## src/rtl/i2c_pkg.sv

```systemverilog
// Shared types and widths for the I2C master arbiter slice.
package i2c_pkg;
  localparam int I2C_ADDR_W = 7;
  localparam int I2C_DATA_W = 8;

  typedef enum logic [2:0] {IDLE, ISSUE, WAIT, RESP, DRAIN} arb_state_t;
endpackage

```

## src/rtl/i2c_rr_pick.sv

```systemverilog
// Combinational round-robin picker: first set request after 'last', wrapping around.
module i2c_rr_pick #(
  parameter int NREQ  = 4,
  parameter int IDX_W = (NREQ > 1) ? $clog2(NREQ) : 1
) (
  input  logic [NREQ-1:0]  req,
  input  logic [IDX_W-1:0] last,
  output logic [IDX_W-1:0] winner,
  output logic             any
);
  logic [IDX_W-1:0] idx;

  // Walk from the farthest candidate back to last+1 so the nearest one is written last and wins.
  always_comb begin
    winner = '0;
    any    = 1'b0;
    idx    = '0;
    for (int k = NREQ; k >= 1; k--) begin
      idx = IDX_W'((int'(last) + k) % NREQ);
      if (req[idx]) begin
        winner = idx;
        any    = 1'b1;
      end
    end
  end
endmodule

```

## src/rtl/i2c_master_arbiter.sv

```systemverilog
// Round-robin front end sharing one byte-level I2C master between NREQ requesters,
// with a grant-to-done watchdog and drain of a hung master before reuse.
module i2c_master_arbiter import i2c_pkg::*; #(
  parameter int NREQ           = 4,
  parameter int TIMEOUT_CYCLES = 16384
) (
  input  logic                       clk,
  input  logic                       rst_n,
  input  logic [NREQ-1:0]            req,
  input  logic [NREQ*I2C_ADDR_W-1:0] req_addr,
  input  logic [NREQ-1:0]            req_op,
  input  logic [NREQ*I2C_DATA_W-1:0] req_din,
  output logic [NREQ-1:0]            gnt,
  output logic [NREQ-1:0]            rsp_valid,
  output logic [I2C_DATA_W-1:0]      rsp_data,
  output logic                       rsp_err,
  output logic                       rsp_timeout,
  output logic                       m_newd,
  output logic [I2C_ADDR_W-1:0]      m_addr,
  output logic                       m_op,
  output logic [I2C_DATA_W-1:0]      m_din,
  input  logic                       m_busy,
  input  logic                       m_done,
  input  logic                       m_ack_err,
  input  logic [I2C_DATA_W-1:0]      m_dout
);
  localparam int IDX_W = (NREQ > 1) ? $clog2(NREQ) : 1;
  localparam int WD_W  = $clog2(TIMEOUT_CYCLES + 1);

  arb_state_t state, state_nxt;

  logic [NREQ-1:0][I2C_ADDR_W-1:0] addr_a;
  logic [NREQ-1:0][I2C_DATA_W-1:0] din_a;
  logic [IDX_W-1:0] cur, rr_last, pick;
  logic             pick_any, grant, in_xfer, wd_exp;
  logic [WD_W-1:0]  wdog;

  assign addr_a  = req_addr;
  assign din_a   = req_din;
  assign grant   = (state == IDLE) && pick_any && !m_busy;
  assign in_xfer = (state == ISSUE) || (state == WAIT);
  assign wd_exp  = (wdog == WD_W'(TIMEOUT_CYCLES - 1));

  i2c_rr_pick #(.NREQ(NREQ), .IDX_W(IDX_W)) u_pick (
    .req   (req),
    .last  (rr_last),
    .winner(pick),
    .any   (pick_any)
  );

  always_ff @(posedge clk) begin
    if (!rst_n) state <= IDLE;
    else        state <= state_nxt;
  end

  always_comb begin
    state_nxt = state;
    case (state)
      IDLE:    if (grant) state_nxt = ISSUE;
      ISSUE:   if (wd_exp) state_nxt = RESP;
               else if (m_busy) state_nxt = WAIT;
      // A done pulse coinciding with expiry is a normal completion.
      WAIT:    if (m_done || wd_exp) state_nxt = RESP;
      RESP:    state_nxt = rsp_timeout ? DRAIN : IDLE;
      DRAIN:   if (!m_busy) state_nxt = IDLE;
      default: state_nxt = IDLE;
    endcase
  end

  always_comb begin
    gnt       = '0;
    rsp_valid = '0;
    m_newd    = 1'b0;
    case (state)
      ISSUE: begin
        gnt[cur] = 1'b1;
        m_newd   = 1'b1;
      end
      WAIT:  gnt[cur] = 1'b1;
      RESP: begin
        gnt[cur]       = 1'b1;
        rsp_valid[cur] = 1'b1;
      end
      default: ;
    endcase
  end

  // Request fields are latched only at grant so requesters may change them mid-flight.
  always_ff @(posedge clk) begin
    if (!rst_n) begin
      cur         <= '0;
      rr_last     <= IDX_W'(NREQ - 1);
      m_addr      <= '0;
      m_op        <= 1'b0;
      m_din       <= '0;
      wdog        <= '0;
      rsp_data    <= '0;
      rsp_err     <= 1'b0;
      rsp_timeout <= 1'b0;
    end else begin
      if (grant) begin
        cur     <= pick;
        rr_last <= pick;
        m_addr  <= addr_a[pick];
        m_op    <= req_op[pick];
        m_din   <= din_a[pick];
        wdog    <= '0;
      end else if (in_xfer) begin
        wdog <= wdog + WD_W'(1);
      end
      if (state == WAIT && m_done) begin
        rsp_data    <= m_op ? m_dout : '0;
        rsp_err     <= m_ack_err;
        rsp_timeout <= 1'b0;
      end else if (in_xfer && wd_exp) begin
        rsp_data    <= '0;
        rsp_err     <= 1'b1;
        rsp_timeout <= 1'b1;
      end
    end
  end
endmodule
```

## config.mk

```make
export PLATFORM = sky130hd
export DESIGN_NAME = i2c_master_arbiter
export DESIGN_NICKNAME = d
export VERILOG_FILES = /design/src/rtl/i2c_pkg.sv /design/src/rtl/i2c_rr_pick.sv /design/src/rtl/i2c_master_arbiter.sv
export SDC_FILE = /design/constraint.sdc
export NUM_CORES = 1
export LEC_CHECK = 0
export CORE_MARGIN = 8
export CORE_UTILIZATION = 47
export CTS_BUF_LIST = sky130_fd_sc_hd__clkbuf_8
export CTS_CLUSTER_DIAMETER = 40
export DETAILED_ROUTE_END_ITERATION = 10
export PLACE_DENSITY_LB_ADDON = 0.05
export SLEW_MARGIN = 0
export SYNTH_ARGS = -nofsm -noshare
export SYNTH_HDL_FRONTEND = slang
export SYNTH_SLANG_ARGS = --single-unit
export TNS_END_PERCENT = 50
```

## constraint.sdc

```tcl
create_clock -name clk -period 4.5 [get_ports clk]
set_input_delay 0.9 -clock clk [delete_from_list [all_inputs] [get_ports clk]]
set_output_delay 0.9 -clock clk [all_outputs]
set_load 0.02 [all_outputs]
```

==> flow_summary.ini <==
[timing]
period_share = 0.671
finalSetupTns_ps = 0
fmax_mhz = 331
slew_headroom = 0.493
setup_viol = 0
final_hold_viol_count = 0
rsz0062_at_grt = false
drv_slew = 0
min_period_ps = 3020
tightest_slew_ps = 756
fin_worst_skew_ps = 3.97
setup_slack_ps = 1480

[setup_path]
r2r_slack_ps = 2140
startpoint_type = input pin
crit_arrival_ps = 3210
path_cells = clkdlybuf4s50_1 > nand2b_1 > a21boi_0 > o21a_1 > buf_4 > mux2_2 > a221o_1
slowest_stage = clkdlybuf4s50_1
worstPathMaxFanout = 23
crit_buf_inv = 2
end_kind = flop
worst_ep_required_time_ps = 4690
crit_type = input pin to flop
path_delay_family = buffers and inverters
cp_slowest_stage_delay_ps = 520

[detailed_routing]
vias_per_cell = 5.51
first_pass_iters = 4
postRouteAntennaNets = 0
dr.first_iter.drc_count = 110
num_vias = 2648
drt-total-wl_um = 7870
avgRoutedWirePerCell_um = 16.4
drc_errors = 0

[floorplanning]
start_util = 0.481
die_h_um = 90.6
row_count = 27
core_area_um2 = 5440
die_area_um2 = 8210
die_w_um = 90.6
ios = 116

[global_route]
grt-busiest-layer = met2
grt_use_met2 = 0.305
grt_pass1_vias = 2707
grt_overflow = 0
use_met3 = 0.0906
grt_max_degree = 36
met1_usage = 0.209
antenna_found_initial = 0
grt_usage = 0.190
grt_pass1_wl_um = 13000

[yosys]
synthesis.area_um2 = 2620
synth_nets = 384
seq_area_frac_synth = 0.367
synth_ff_type = dfxtp_1
synth_top_area_cell = dfxtp_1
synth_top_area_frac = 0.367
post_synth.cell_area_avg_um2 = 8.67
synthCells = 302
synth_commonest_cells = dfxtp_1 (48), mux2i_1 (31), nor3b_1 (30), nor2_1 (29), nand2_1 (27)
yosys_warnings = 0
yosysMostFrequentCell = dfxtp_1
async_reset_ff_frac = 0
ys_top_cells_by_area = dfxtp_1 (37%), mux2i_1 (12%), nor3b_1 (8.6%), nor2_1 (4.2%), nand2_1 (3.9%)
synth-edff-count = 0
yosysUniqueCellTypes = 43
synth-seq-cells = 48

[final_layout]
area_delta_synth_final_pct = 49.8
antennaDiodeCount = 0
design_area_um2 = 3920
drive_above_1_share = 0.0391
finalNonFillerCells = 481
nets = 490

[pwr]
p_seq_frac = 0.416
p_switching_uw = 357
power_density_nw_per_um2 = 298
peakVddDrop_mv = 0.180
switching_share = 0.306
power.total_uw = 1170
p_leak_uw = 0.00140
p_clk_frac = 0.277
p_int_uw = 810
comb_power_share = 0.306

[clocking]
cts_sinks = 48
post_cts_resize_count = 0
cts_max_path_buffers = 2
path_clk_slew_ps = 90
htreeDepth = 2
cts-root-buf = clkbuf_8
cts_tree = done
cts_setup_buffers = 0
cts-buffers-inserted = 5
cts_hold_buf = 0
clk_latency_ps = 300

[placed_design]
gp_congestion = 0.810
dpl_cell_area_um2 = 3800
port_buffers = 115
dp_hpwl_um = 6150
place_ws_ps = 1150
place_inst = 473

[flow_run]
maxCapViolCount = 0

[min_path]
min_path_type = flop to flop

[status]
status = finished, final reports clean
## final cells by class
type | count | area [µm²]
Clock buffer | 5 | 68.8
Clock inverter | 3 | 47.5
Fill cell | 445 | 1520
Inverter | 3 | 11.3
Multi-Input combinational cell | 232 | 1570
Sequential cell | 48 | 961
Tap cell | 72 | 90.1
Timing Repair Buffer | 118 | 1170
## worst paths after layout
| kind | to | cells past startpoint | start |
|---|---|---|---|
| worst min-delay path | rsp_data[5]$_SDFFE_PN0P_ | 1 | rsp_data[5]$_SDFFE_PN0P_ |
| worst max register to register | m_din[1]$_SDFFE_PN0P_ | 6 | state[1]$_SDFFE_PN0P_ |
| worst min register to register | rsp_data[5]$_SDFFE_PN0P_ | 1 | rsp_data[5]$_SDFFE_PN0P_ |
| worst max-delay path | m_din[0]$_SDFFE_PN0P_ | 7 | req[2] |
## placed cells by master (no fill, tap or decap), drive strengths merged, types with 2 or more instances in the layout
master and count:
a211oi 2, a21boi 2, a21oi 7, a221o 2, a22o 8, a31oi 2
buf 3, clkbuf 5, clkdlybuf4s50 115, clkinv 2, dfxtp 48, inv 3
mux2 2, mux2i 31, nand2 27, nand2b 6, nand3 5, nand3b 4
nand4 9, nor2 29, nor3 6, nor3b 30, nor4 3, nor4b 2
o211ai 13, o21ai 10, o22a 2, or3 3, or4 2, xnor2 6
xor2 6
## state kept, by name, indices dropped and copies added (netlist names)
name,flops
m_addr,7
wdog,15
state,3
m_din,8
m_op,1
rsp_timeout,1
cur,2
rsp_data,8
rsp_err,1
rr_last,2
## per-stage QoR
stage / hold WS (ps) / utilization
global route: 507 / 0.721
global placement: 456 / 0.699
detailed placement: 460 / 0.699
floorplan: 458 / -
CTS: 486 / 0.721
finish: 484 / 0.721
## cell families (layout without fill, tap and decap cells)
logic type / Yosys count / in the layout / share of synthesized area
flip-flops: 48 / 48 / 0.367
adder cells (fa/ha/maj): 1 / 1 / 0.00478
AO/OA/AOI/OAI: 52 / 52 / 0.140
multiplexers: 33 / 33 / 0.127
AND/OR/NAND/NOR: 134 / 134 / 0.285
buffers and inverters: 22 / 129 / 0.0363
XOR/XNOR: 12 / 12 / 0.0402
## layer usage
metal  wire [µm]  up-vias
met1        3190     1210
met3         803       18
met4         284        0
met5           0        -
li1            -     1315
met2        3590      105
## power groups by stage
stage	Combinational, µW	Clock [µW]	Sequential [µW]
after floorplan	173	0	515
after global placement	354	0	494
after detailed placement	359	0	495
after CTS	360	329	486
after global routing	387	346	492
final	357	324	486
No activity file was read; power rests on OpenSTA's default activity.
